### config.mk
export PLATFORM = sky130hd
export DESIGN_NAME = cntr8_ctrl
export DESIGN_NICKNAME = d
export VERILOG_FILES = /design/src/rtl/cntr8_pkg.sv /design/src/rtl/cntr8_ctrl_register3_s.sv /design/src/rtl/cntr8_ctrl.sv
export SDC_FILE = /design/constraint.sdc
export NUM_CORES = 1
export LEC_CHECK = 0
export BUFFER_PORTS_ARGS = -buffer_cell sky130_fd_sc_hd__buf_2
export CELL_PAD_IN_SITES_DETAIL_PLACEMENT = 1
export CELL_PAD_IN_SITES_GLOBAL_PLACEMENT = 1
export CORE_MARGIN = 4
export CORE_UTILIZATION = 42
export DETAILED_ROUTE_END_ITERATION = 10
export PLACE_DENSITY_LB_ADDON = 0.25
export SLEW_MARGIN = 20
export SYNTH_ARGS = -nofsm -noshare
export SYNTH_HDL_FRONTEND = slang
export SYNTH_HIERARCHICAL = 1
export SYNTH_SLANG_ARGS = --single-unit
### constraint.sdc
create_clock -name clk -period 7 [get_ports clk]
set_input_delay 1.75 -clock clk [delete_from_list [all_inputs] [get_ports clk]]
set_output_delay 1.75 -clock clk [all_outputs]
set_load 0.01 [all_outputs]
### src/rtl/cntr8_pkg.sv
// Shared definitions for the cntr8 command sequencer: opcode constants,
// FSM state encodings, count width and the modulo-256 step helper.
package cntr8_pkg;

   localparam int CNT_W = 8;

   // Command opcodes carried on cmd_op
   localparam logic [2:0] OP_NOP   = 3'd0;
   localparam logic [2:0] OP_LOAD  = 3'd1;
   localparam logic [2:0] OP_INC   = 3'd2;
   localparam logic [2:0] OP_DEC   = 3'd3;
   localparam logic [2:0] OP_INC2  = 3'd4;
   localparam logic [2:0] OP_DEC2  = 3'd5;
   localparam logic [2:0] OP_RUNUP = 3'd6;
   localparam logic [2:0] OP_RUNDN = 3'd7;

   // Sequencer states; the remaining codes are illegal and recover to IDLE
   typedef enum logic [2:0] {
      ST_IDLE   = 3'b000,
      ST_RUN_UP = 3'b001,
      ST_RUN_DN = 3'b010
   } state_e;

   // Adds or subtracts amt (1 or 2) from val. Bit 8 of the result is the
   // carry/borrow out, i.e. the modulo-256 wrap indication; bits 7:0 are
   // the new count.
   function automatic logic [8:0] cnt8_step(input logic [7:0] val,
                                            input logic       up,
                                            input logic [1:0] amt);
      logic [8:0] res;
      if (up) begin
         res = {1'b0, val} + {7'b0000000, amt};
      end else begin
         res = {1'b0, val} - {7'b0000000, amt};
      end
      return res;
   endfunction

endpackage

### src/rtl/cntr8_ctrl_register3_s.sv
// 3-bit state register for the cntr8 sequencer.
// Ports:
//   clk   - rising-edge clock
//   reset - synchronous active-high reset, clears the register to 000
//   d_i   - next-state value
//   q_o   - current state
module cntr8_ctrl_register3_s (
   input  logic       clk,
   input  logic       reset,
   input  logic [2:0] d_i,
   output logic [2:0] q_o
);

   // State flop with synchronous reset to the IDLE code
   always_ff @(posedge clk) begin
      if (reset) begin
         q_o <= 3'b000;
      end else begin
         q_o <= d_i;
      end
   end

endmodule

### src/rtl/cntr8_ctrl.sv
// Command-driven sequencer for an 8-bit counter. Accepts one command per
// valid/ready handshake and applies it to the count: load, +/-1, +/-2, or a
// multi-cycle run that steps the count once per clock for N cycles.
// Ports:
//   clk       - rising-edge clock
//   reset     - synchronous active-high reset
//   cmd_valid - command present
//   cmd_ready - controller idle and able to accept a command
//   cmd_op    - opcode (NOP, LOAD, INC, DEC, INC2, DEC2, RUNUP, RUNDN)
//   cmd_arg   - LOAD value or run length
//   cnt       - registered count
//   busy      - a run is in progress
//   done      - one-cycle completion pulse
//   wrap      - one-cycle pulse when the count wrapped modulo 256
module cntr8_ctrl
   import cntr8_pkg::*;
(
   input  logic             clk,
   input  logic             reset,
   input  logic             cmd_valid,
   output logic             cmd_ready,
   input  logic [2:0]       cmd_op,
   input  logic [CNT_W-1:0] cmd_arg,
   output logic [CNT_W-1:0] cnt,
   output logic             busy,
   output logic             done,
   output logic             wrap
);

   logic [2:0]       state_q;
   logic [2:0]       state_d;
   logic [CNT_W-1:0] cnt_q;
   logic [CNT_W-1:0] cnt_d;
   logic [CNT_W-1:0] rem_q;
   logic [CNT_W-1:0] rem_d;
   logic             done_q;
   logic             done_d;
   logic             wrap_q;
   logic             wrap_d;
   logic             accept_s;
   logic [8:0]       step_s;

   cntr8_ctrl_register3_s u_state_reg (
      .clk   (clk),
      .reset (reset),
      .d_i   (state_d),
      .q_o   (state_q)
   );

   assign accept_s = cmd_valid && (state_q == ST_IDLE);

   // Next-state, count, remaining-steps and pulse computation
   always_comb begin
      state_d = state_q;
      cnt_d   = cnt_q;
      rem_d   = rem_q;
      done_d  = 1'b0;
      wrap_d  = 1'b0;
      step_s  = 9'd0;
      case (state_q)
         ST_IDLE: begin
            if (accept_s) begin
               case (cmd_op)
                  OP_NOP: begin
                     done_d = 1'b1;
                  end
                  OP_LOAD: begin
                     cnt_d  = cmd_arg;
                     done_d = 1'b1;
                  end
                  OP_INC, OP_DEC, OP_INC2, OP_DEC2: begin
                     // opcode bit 0 clear means an up-step; ops 4/5 step by two
                     step_s = cnt8_step(cnt_q, ~cmd_op[0], cmd_op[2] ? 2'd2 : 2'd1);
                     cnt_d  = step_s[7:0];
                     wrap_d = step_s[8];
                     done_d = 1'b1;
                  end
                  OP_RUNUP, OP_RUNDN: begin
                     // A zero-length run behaves as a NOP
                     if (cmd_arg == 8'd0) begin
                        done_d = 1'b1;
                     end else begin
                        rem_d   = cmd_arg;
                        state_d = (cmd_op == OP_RUNUP) ? ST_RUN_UP : ST_RUN_DN;
                     end
                  end
                  default: begin
                     done_d = 1'b1;
                  end
               endcase
            end else begin
               state_d = ST_IDLE;
            end
         end
         ST_RUN_UP, ST_RUN_DN: begin
            step_s = cnt8_step(cnt_q, (state_q == ST_RUN_UP), 2'd1);
            cnt_d  = step_s[7:0];
            wrap_d = step_s[8];
            rem_d  = rem_q - 8'd1;
            // Last step: leave the run and flag completion
            if (rem_q <= 8'd1) begin
               rem_d   = 8'd0;
               state_d = ST_IDLE;
               done_d  = 1'b1;
            end else begin
               state_d = state_q;
            end
         end
         default: begin
            state_d = ST_IDLE;
            rem_d   = 8'd0;
         end
      endcase
   end

   // Count, remaining-steps and registered pulse flops
   always_ff @(posedge clk) begin
      if (reset) begin
         cnt_q  <= 8'd0;
         rem_q  <= 8'd0;
         done_q <= 1'b0;
         wrap_q <= 1'b0;
      end else begin
         cnt_q  <= cnt_d;
         rem_q  <= rem_d;
         done_q <= done_d;
         wrap_q <= wrap_d;
      end
   end

   assign cnt       = cnt_q;
   assign done      = done_q;
   assign wrap      = wrap_q;
   assign busy      = (state_q != ST_IDLE);
   assign cmd_ready = (state_q == ST_IDLE);

endmodule
==> flow_metrics.env, run 1 <==
export IMPL_status="completed"
export IMPL_die_w_um=75.29
export IMPL_setup_violations=0
export IMPL_dpl_hpwl_um=4293
export IMPL_worstSetupStartpointType="primary input"
export IMPL_reg2reg_depth=10
export IMPL_setup_tns_ns=0
export IMPL_crit_required_ns=7.18
export IMPL_synth_flop_cell="dfxtp_1"
export IMPL_critPathMostFrequentCell="inv_1"
export IMPL_fmax_mhz=290.0
export IMPL_numCtsBuffers=3
export IMPL_cp_top_family="compound AO/OA/AOI/OAI gates"
export IMPL_portBuffers=25
export IMPL_syn_inst=243
export IMPL_synthDistinctLibCells=53
export IMPL_hold_viol_final=0
export IMPL_ir_drop_v=0.00008440
export IMPL_critPathArrivalTime_ns=3.63
export IMPL_clock_sinks=21
export IMPL_drt_iter0_drc=112
export IMPL_die_area_um2=5669
export IMPL_critPathMaxStageDelay_ns=0.42
export IMPL_cpMaxStageDelayCell="fa_1"
export IMPL_cellPowerDensity_nw_per_um2=200.1
export IMPL_drive_gt1_frac=0.1553
export IMPL_syn2layout_area_growth_pct=10.46
export IMPL_postCtsSetupBuffers=0
export IMPL_min_to="rem_q[6]"
export IMPL_grtUsageTotal=0.2110
export IMPL_wirelength_um=5656
export IMPL_drt_first_pass_iters=4
export IMPL_timing_rr_start="u_state_reg/q_o[1]"
export IMPL_clk_path_buf_depth=2
export IMPL_drc=0
export IMPL_rsz0062_at_grt="false"
export IMPL_clkTransAtPathRegs_ns=0.09
export IMPL_postRouteAntennaNets=0
export IMPL_end_kind="flip-flop"
export IMPL_diodes=0
export IMPL_timing_final_crit_share=0.4926
export IMPL_drv_slew=0
export IMPL_relSlewSlack=0.3273
export IMPL_antenna_found_initial=0
export IMPL_grt_pass1_vias=1830
export IMPL_hp_class="reg -> reg"
export IMPL_rows=24
export IMPL_grt_pass1_wl_um=9114
export IMPL_vias=1860
export IMPL_drt_wirelength_per_cell_um=17.90
export IMPL_final_setup_skew_ns=0.009112
export IMPL_r2r_end="wrap"
export IMPL_path_buf_inv=3
export IMPL_ys_seq_area_frac=0.2211
export IMPL_cp_max_fo=5
export IMPL_viasPerCell=5.886
export IMPL_ys_warn_count=6
export IMPL_place_congestion=0.8375
export IMPL_leakagePower_nw=0.9026
export IMPL_synth_seq_cells=21
export IMPL_hp_start="rem_q[6]"
export IMPL_avgSynthCellArea_um2=7.826
export IMPL_min_path_cells=2
export IMPL_nets=298
export IMPL_fin_util=0.4825
export IMPL_start_util=0.4368
export IMPL_synth_edff_count=0
export IMPL_core_area_um2=4354
export IMPL_crit_chain="buf_2, inv_1, ha_1, inv_1, fa_1, a211o_1, o211ai_1, nand2_1, a21oi_1, o21ai_0, a211oi_1"
export IMPL_grt_overflow=0
export IMPL_cts_hold_buf=0
export IMPL_cts_tree="yes"
export IMPL_path_class="in -> reg"
export IMPL_cts_max_level=1
export IMPL_pin_count=26
export IMPL_netlist_area_um2=1902
export IMPL_root_buffer="clkbuf_8"
export IMPL_cts_resized=0
export IMPL_worst_pin_slew_ns=1.005
export IMPL_die_y_um=75.29
export IMPL_min_period_ns=3.448
export IMPL_syn_num_nets=276
export IMPL_r2r_slack_ns=4.37
export IMPL_insertion_delay_ns=0.28
export IMPL_grt_max_degree=23
export IMPL_max_cap_violations=0
export IMPL_async_flop_share=0
layout by cell type (no fill, tap or decap), types with 4 or more instances in the layout:
| master | count |
|---|---|
| nor3_1 | 7 |
| a21o_1 | 5 |
| ha_1 | 17 |
| nand2_1 | 17 |
| buf_2 | 25 |
| a22oi_1 | 5 |
| nand2b_1 | 7 |
| o21ai_0 | 21 |
| a21oi_1 | 20 |
| dfxtp_1 | 21 |
| xnor2_1 | 8 |
| a211o_1 | 4 |
| a211oi_1 | 10 |
| nor2_1 | 29 |
| inv_1 | 8 |
| nor2b_1 | 4 |
through the flow:
stage	total power [mW]	std cells	hold slack, ns	instance area, um2	setup slack [ns]
floorplan	0.2839	243	0.4504	1902	3.710
global placement	0.3267	312	0.4631	2047	3.335
detailed placement	0.3314	312	0.4794	2047	3.299
CTS	0.4183	316	0.4933	2093	3.544
global route	0.4497	316	0.5176	2101	3.403
finish	0.4204	316	0.4875	2101	3.552
cell type report:
| cell class | instances | area [um2] |
|---|---|---|
| fillers | 568 | 2253 |
| clock buffers | 3 | 41.29 |
| flip-flops and latches | 21 | 420.4 |
| multi-input cells | 205 | 1410 |
| repair buffers | 25 | 125.1 |
| well taps | 52 | 65.06 |
| clock inverters | 1 | 5.005 |
| inverters | 9 | 33.78 |
cell families after synthesis:
kind of cell,count (synthesis),synth area share
compound gates,89,0.3138
fa+ha+maj,19,0.1329
xor+xnor,11,0.05066
buf+inv,17,0.04144
flops,21,0.2211
mux,2,0.01053
simple gates,83,0.2276
other cells,1,0.001972
worst max path at each step:
stage               from      to  cells past startpoint
2_1_floorplan  cmd_op[2]  cnt[6]                      9
3_3_place_gp   cmd_op[0]    wrap                      9
3_5_place_dp   cmd_op[2]    wrap                     11
4_1_cts        cmd_op[2]  cnt[4]                     11
5_1_grt        cmd_op[2]    wrap                     11
6_report       cmd_op[2]  cnt[4]                     11
cells in the mapped netlist, types with 3 or more instances:
| library cell | number | share of area |
|---|---|---|
| a2111o_1 | 3 | 0.018 |
| a211o_1 | 4 | 0.018 |
| a211oi_1 | 10 | 0.039 |
| a21o_1 | 5 | 0.020 |
| a21oi_1 | 20 | 0.053 |
| a22oi_1 | 5 | 0.020 |
| a31oi_1 | 3 | 0.0099 |
| buf_2 | 3 | 0.0079 |
| dfxtp_1 | 21 | 0.22 |
| ha_1 | 17 | 0.11 |
| inv_1 | 8 | 0.016 |
| nand2_1 | 17 | 0.034 |
| nand2b_1 | 7 | 0.023 |
| nor2_1 | 29 | 0.057 |
| nor2b_1 | 4 | 0.013 |
| nor3_1 | 7 | 0.018 |
| nor4_1 | 3 | 0.0099 |
| o21a_1 | 3 | 0.012 |
| o21ai_0 | 21 | 0.055 |
| xnor2_1 | 8 | 0.037 |
| xor2_1 | 3 | 0.014 |
power by group:
part	internal [mW]	switching, mW	total (mW)
Clock	0.0400	0.0485	0.0885
Sequential	0.130	0.0129	0.143
Combinational	0.0815	0.108	0.189
Total	0.251	0.169	0.420
per-layer routing:
metal / wire, um / track usage / share of wire / vias to the layer above
met1: 2881 / 0.3167 / 0.51 / 879
met5: 0 / 0 / 0 / -
met3: 221 / 0.03430 / 0.039 / 5
met2: 2479 / 0.3087 / 0.44 / 38
met4: 73 / 0.06214 / 0.013 / 0
li1: - / - / - / 938
state kept, by name, indices dropped and copies added, names as in the netlist:
register and cells:
wrap 1, rem_q 8, u_state_reg/q_o 3, done 1, cnt 8
worst min-delay path, cell delays in order, from the launching register on:
cell,delay (ns)
dfxtp_1,0.33
nand2_1,0.06
a21oi_1,0.06
Note: power is estimated with default switching activity, not from simulation.
==> run 2, diff against run 1 <==
Settings changed: ABC_AREA set to 1, CORE_UTILIZATION 42 to 37.
Clock period 7 ns to 3.1 ns, I/O delays scaled along.
==> run 2 against run 1 <==
Against the previous run: flip-flop and latch count is the same; setup slack lost 2.6 ns; sequential power grew 130%; via count grew 16%; largest power group unchanged.
==> flow_metrics.env, run 2 <==
export IMPL_die_w_um=83.98
export IMPL_worstSetupStartpointType="primary input"
export IMPL_drt_iter0_drc=53
export IMPL_async_flop_share=0
export IMPL_root_buffer="clkbuf_8"
export IMPL_die_area_um2=7052
export IMPL_status="completed"
export IMPL_final_setup_skew_ns=0.003096
export IMPL_ys_warn_count=6
export IMPL_synth_edff_count=0
export IMPL_numCtsBuffers=3
export IMPL_rsz0062_at_grt="false"
export IMPL_cts_max_level=1
export IMPL_r2r_slack_ns=1.03
export IMPL_synth_compound_area_frac=0.1933
export IMPL_leakagePower_nw=1.268
export IMPL_cp_startpoint="cmd_op[0]"
export IMPL_synth_adder_area_share=0.1183
export IMPL_viasPerCell=5.073
export IMPL_synth_top_family_by_area="simple AND/OR/NAND/NOR gates"
export IMPL_cts_hold_buf=0
export IMPL_drc=0
export IMPL_hp_class="reg -> reg"
export IMPL_syn_num_nets=365
export IMPL_setup_violations=0
export IMPL_end_kind="flip-flop"
export IMPL_timing_rr_start="u_state_reg/q_o[0]"
export IMPL_setup_tns_ns=0
export IMPL_cellPowerDensity_nw_per_um2=449.1
export IMPL_mostFrequentLayoutCells="68 x nand2_1, 59 x inv_1, 33 x nand3_1"
export IMPL_vias=2166
export IMPL_grt_pass1_wl_um=10360
export IMPL_reg2reg_depth=13
export IMPL_clock_sinks=21
export IMPL_ys_seq_area_frac=0.1968
export IMPL_dpl_hpwl_um=4962
export IMPL_timing_final_crit_share=0.6974
export IMPL_min_period_ns=2.162
export IMPL_pin_count=26
export IMPL_synth_most_common_cell="nand2_1"
export IMPL_antenna_found_initial=0
export IMPL_grt_overflow=0
export IMPL_endpoint="cnt[7]"
export IMPL_fmax_mhz=462.5
export IMPL_synth_flop_cell="dfxtp_1"
export IMPL_grt_max_degree=17
export IMPL_path_class="in -> reg"
export IMPL_diodes=0
export IMPL_wirelength_um=5985
export IMPL_portBuffers=25
export IMPL_die_y_um=83.98
export IMPL_synth_xor_area_share=0.02871
export IMPL_hold_viol_final=0
export IMPL_drt_first_pass_iters=4
export IMPL_synth_seq_cells=21
export IMPL_nets=389
export IMPL_synthTopCellsByArea="dfxtp_1 20%, nand2_1 12%, inv_1 10%"
export IMPL_grt_pass1_vias=2273
export IMPL_crit_required_ns=3.27
export IMPL_syn2layout_area_growth_pct=10.02
export IMPL_postRouteAntennaNets=0
export IMPL_syn_inst=332
export IMPL_drive_gt1_frac=0.1859
export IMPL_synth_top_area_cell="dfxtp_1"
export IMPL_critPathArrivalTime_ns=2.34
export IMPL_insertion_delay_ns=0.26
export IMPL_place_congestion=0.8204
export IMPL_synth_top_area_frac=0.1968
export IMPL_rows=27
export IMPL_final_common_cell="nand2_1"
export IMPL_start_util=0.3855
export IMPL_cts_tree="yes"
export IMPL_clkTransAtPathRegs_ns=0.09
export IMPL_drv_slew=0
export IMPL_cts_resized=0
export IMPL_yosys_top_cells_count="68 x nand2_1, 59 x inv_1, 33 x nand3_1"
export IMPL_postCtsSetupBuffers=0
export IMPL_synth_mux_area_frac=0
export IMPL_r2r_end="cnt[7]"
export IMPL_avgSynthCellArea_um2=6.433
export IMPL_ir_drop_v=0.0001620
export IMPL_cp_max_fo=9
export IMPL_netlist_area_um2=2136
export IMPL_fin_hold_ws_ns=0.5653
export IMPL_yosys_area_share_simple=0.3216
export IMPL_core_area_um2=5540
export IMPL_grtUsageTotal=0.1758
export IMPL_clk_path_buf_depth=2
export IMPL_drt_wirelength_per_cell_um=14.02
export IMPL_max_cap_violations=0
export IMPL_synthDistinctLibCells=32
## run 2: cell count changes in the layout (fill, tap and decap cells not counted), moves of 6 or more
| cell | before | now |
|---|---|---|
| a21oi_2 | 0 | 9 |
| nand3_1 | 1 | 33 |
| nor3_1 | 7 | 0 |
| nand2_1 | 17 | 68 |
| inv_1 | 8 | 59 |
| nor2_1 | 29 | 21 |
| a211oi_1 | 10 | 0 |
| nand2_2 | 0 | 8 |
| nand2b_1 | 7 | 0 |
| nand4_1 | 2 | 8 |
| xnor2_1 | 8 | 0 |
| o21ai_0 | 21 | 12 |
## run 2: metrics by stage
| stage | power (mW) | utilization | instance area (um2) | setup WS (ns) | instances |
|---|---|---|---|---|---|
| after CTS | 1.068 | 0.4241 | 2350 | 0.9182 | 427 |
| after detailed placement | 0.8736 | 0.4158 | 2303 | 0.6289 | 423 |
| after global routing | 1.157 | 0.4241 | 2350 | 0.7209 | 427 |
| after floorplan | 0.7423 | - | 2136 | 1.052 | 332 |
| after global placement | 0.8545 | 0.4158 | 2303 | 0.7263 | 423 |
| final | 1.055 | 0.4241 | 2350 | 0.9379 | 427 |
## run 2: kinds of logic after synthesis
family,Yosys count
compound gates,66
xor+xnor,7
fa+ha+maj,19
buf+inv,72
flops,21
other cells,1
simple gates,146
## run 2: how the worst min path moves through the flow
stage	cells past startpoint	to	startpoint
final	4	rem_q[6]	rem_q[6]
after global routing	4	rem_q[6]	rem_q[6]
after CTS	4	rem_q[6]	rem_q[6]
after detailed placement	4	rem_q[6]	rem_q[6]
after global placement	4	rem_q[6]	rem_q[6]
after floorplan	4	rem_q[6]	rem_q[6]
## run 2: cell type report
class / count / area, um2
inverter: 66 / 250.2
clock inverter: 1 / 5.005
tap: 72 / 90.09
timing repair buffer: 25 / 125.1
multi-input combinational: 239 / 1418
sequential: 21 / 420.4
clock buffer: 3 / 41.29
fill: 785 / 3191
## run 2: power by group
group / switching (mW) / total (mW) / leakage [nW] / internal [mW]
Clock: 0.101 / 0.191 / 0.0255 / 0.0898
Sequential: 0.0341 / 0.334 / 0.173 / 0.300
Combinational: 0.338 / 0.530 / 1.07 / 0.192
Total: 0.473 / 1.06 / 1.27 / 0.582
## run 2: per-layer routing
layer	global-route usage	wire length, um	up-vias	part of all wire
met5	0	0	-	0
li1	-	-	1117	-
met2	0.3232	3013	23	0.50
met4	0.04094	89	0	0.015
met3	0.02073	110	8	0.018
met1	0.2166	2773	1018	0.46
## run 2: critical path, cell delays in order
cell and delay [ns]:
buf_2 0.19, inv_1 0.08, nor2_1 0.25, ha_1 0.30
nand3_1 0.10, nand2_1 0.12, nand2_1 0.10, nand2_1 0.05
nand2_1 0.06, nand3_1 0.07, nand2_1 0.07, nand3_1 0.06
nand2_1 0.07, inv_1 0.03
==> run 3, diff against run 2 <==
Settings changed: ABC_AREA 1 to 0, CORE_UTILIZATION 37 to 42.
Clock period 3.1 ns to 2 ns, I/O delays scaled along.
==> run 3 against run 2 <==
Against the previous run: the flow now finishes with violations (setup timing); register-to-register slack worse by 1.5 ns; sequential share of layout area down 2.2 points; setup slack worse by 1.4 ns; wire length up 38%; utilization up 20 points.
==> flow_metrics.env, run 3 (same netlist as run 1, synthesis figures left out) <==
export IMPL_wl_met1_um=3497
export IMPL_timing_final_crit_share=1.250
export IMPL_fin_hold_ws_ns=0.5398
export IMPL_worstSetupStartpointType="flip-flop"
export IMPL_crit_required_ns=2.14
export IMPL_clkTransAtPathRegs_ns=0.09
export IMPL_drt_wirelength_per_cell_um=22.08
export IMPL_cp_startpoint="u_state_reg/q_o[1]"
export IMPL_diodes=0
export IMPL_grt_pass1_vias=2314
export IMPL_final_seq_area_um2=426.7
export IMPL_end_kind="flip-flop"
export IMPL_min_period_ns=2.499
export IMPL_grt_max_degree=23
export IMPL_die_area_um2=5669
export IMPL_core_area_um2=4354
export IMPL_ir_drop_v=0.0003161
export IMPL_final_setup_skew_ns=0.008197
export IMPL_clock_sinks=21
export IMPL_root_buffer="clkbuf_8"
export IMPL_drv_slew=0
export IMPL_fill_cells=530
export IMPL_die_y_um=75.29
export IMPL_highest_layer="met4"
export IMPL_grt_pass1_wl_um=11770
export IMPL_place_congestion=0.8445
export IMPL_drt_iter0_drc=128
export IMPL_critPathArrivalTime_ns=2.64
export IMPL_syn2layout_area_growth_pct=42.70
export IMPL_status="finished, violations left"
export IMPL_r2r_end="wrap"
export IMPL_hp_class="reg -> reg"
export IMPL_clk_path_buf_depth=2
export IMPL_setup_slack_ns=-0.4995
export IMPL_postRouteAntennaNets=0
export IMPL_setup_tns_ns=-1.759
export IMPL_mostFrequentLayoutCells="52 x buf_4, 27 x nor2_1, 25 x buf_2"
export IMPL_path_class="reg -> reg"
export IMPL_insertion_delay_ns=0.27
export IMPL_start_util=0.4368
export IMPL_max_cap_violations=0
export IMPL_cp_max_fo=4
export IMPL_grtUsageTotal=0.2721
export IMPL_numCtsBuffers=3
export IMPL_r2r_slack_ns=-0.50
export IMPL_dpl_hpwl_um=5239
export IMPL_grt_overflow=0
export IMPL_violations="setup timing"
export IMPL_rows=24
export IMPL_drt_first_pass_iters=4
export IMPL_die_w_um=75.29
export IMPL_postLayoutCellArea_um2=2714
export IMPL_rsz0062_at_grt="true"
export IMPL_endpoint="wrap"
export IMPL_cts_tree="yes"
export IMPL_cellPowerDensity_nw_per_um2=682.4
export IMPL_vias=2289
export IMPL_placed_area_um2=2432
export IMPL_pin_count=26
export IMPL_viasPerCell=6.137
export IMPL_hp_start="rem_q[0]"
export IMPL_timing_rr_start="u_state_reg/q_o[1]"
export IMPL_fmax_mhz=400.1
export IMPL_cts_max_level=1
export IMPL_hold_viol_final=0
export IMPL_antenna_found_initial=0
export IMPL_cts_hold_buf=0
export IMPL_final_common_cell="buf_4"
export IMPL_nets=355
export IMPL_setup_violations=7
export IMPL_drc=0
export IMPL_portBuffers=25
export IMPL_wl_met3_um=425
export IMPL_met2_length_um=4046
export IMPL_wirelength_um=8235
export IMPL_drive_gt1_frac=0.3988
export IMPL_multi_input_area_um2=1563
export IMPL_reg2reg_depth=10
export IMPL_leakagePower_nw=1.217
## run 3: timing repair
action	4_1_cts	5_1_grt
pin swaps	12	17
resized for setup	25	23
setup endpoints to repair	7	9
buffers inserted	4	5
## run 3: cell type report
type	instances	area share
Clock buffer	3	0.01521
Clock inverter	1	0.001844
Inverter	9	0.01521
Multi-Input combinational cell	205	0.5758
Sequential cell	21	0.1572
Tap cell	52	0.02397
Timing Repair Buffer	82	0.2107
## run 3: metal layers
metal | GRT usage | vias up
met4 | 0.06796 | 0
met5 | 0 | -
met2 | 0.4468 | 82
met1 | 0.3742 | 1127
met3 | 0.04222 | 27
li1 | - | 1053
## run 3: per-stage QoR
step | instances | utilization | setup slack (ns) | power [mW]
after floorplan | 243 | - | -0.2301 | 1.001
after global placement | 361 | 0.5586 | -0.2623 | 1.289
after detailed placement | 361 | 0.5586 | -0.3506 | 1.324
after global routing | 373 | 0.6233 | -0.5894 | 1.945
after CTS | 369 | 0.5928 | -0.3431 | 1.686
final | 373 | 0.6233 | -0.4995 | 1.852
## run 3: how the worst min path moves through the flow
stage                     endpoint  cells past startpoint
after floorplan           rem_q[6]                      2
after global placement    rem_q[6]                      2
after detailed placement  rem_q[6]                      2
after CTS                 rem_q[6]                      2
after global routing      rem_q[4]                      2
final                     rem_q[0]                      2
## run 3: power breakdown
group	internal [mW]	switching, mW	leakage [nW]	total (mW)
logic	0.496	0.551	1.02	1.05
clock network	0.140	0.166	0.0255	0.305
registers	0.456	0.0443	0.174	0.500
total	1.09	0.761	1.22	1.85
## run 3: worst max-delay path, stage by stage, from the launching register on
cell and delay [ns]:
dfxtp_2 0.35, nor2_2 0.11, and2_4 0.17, inv_6 0.04
fa_2 0.36, a211oi_2 0.31, nor2_2 0.09, or4_4 0.46
a31oi_4 0.17, mux2i_1 0.21, a21oi_1 0.08
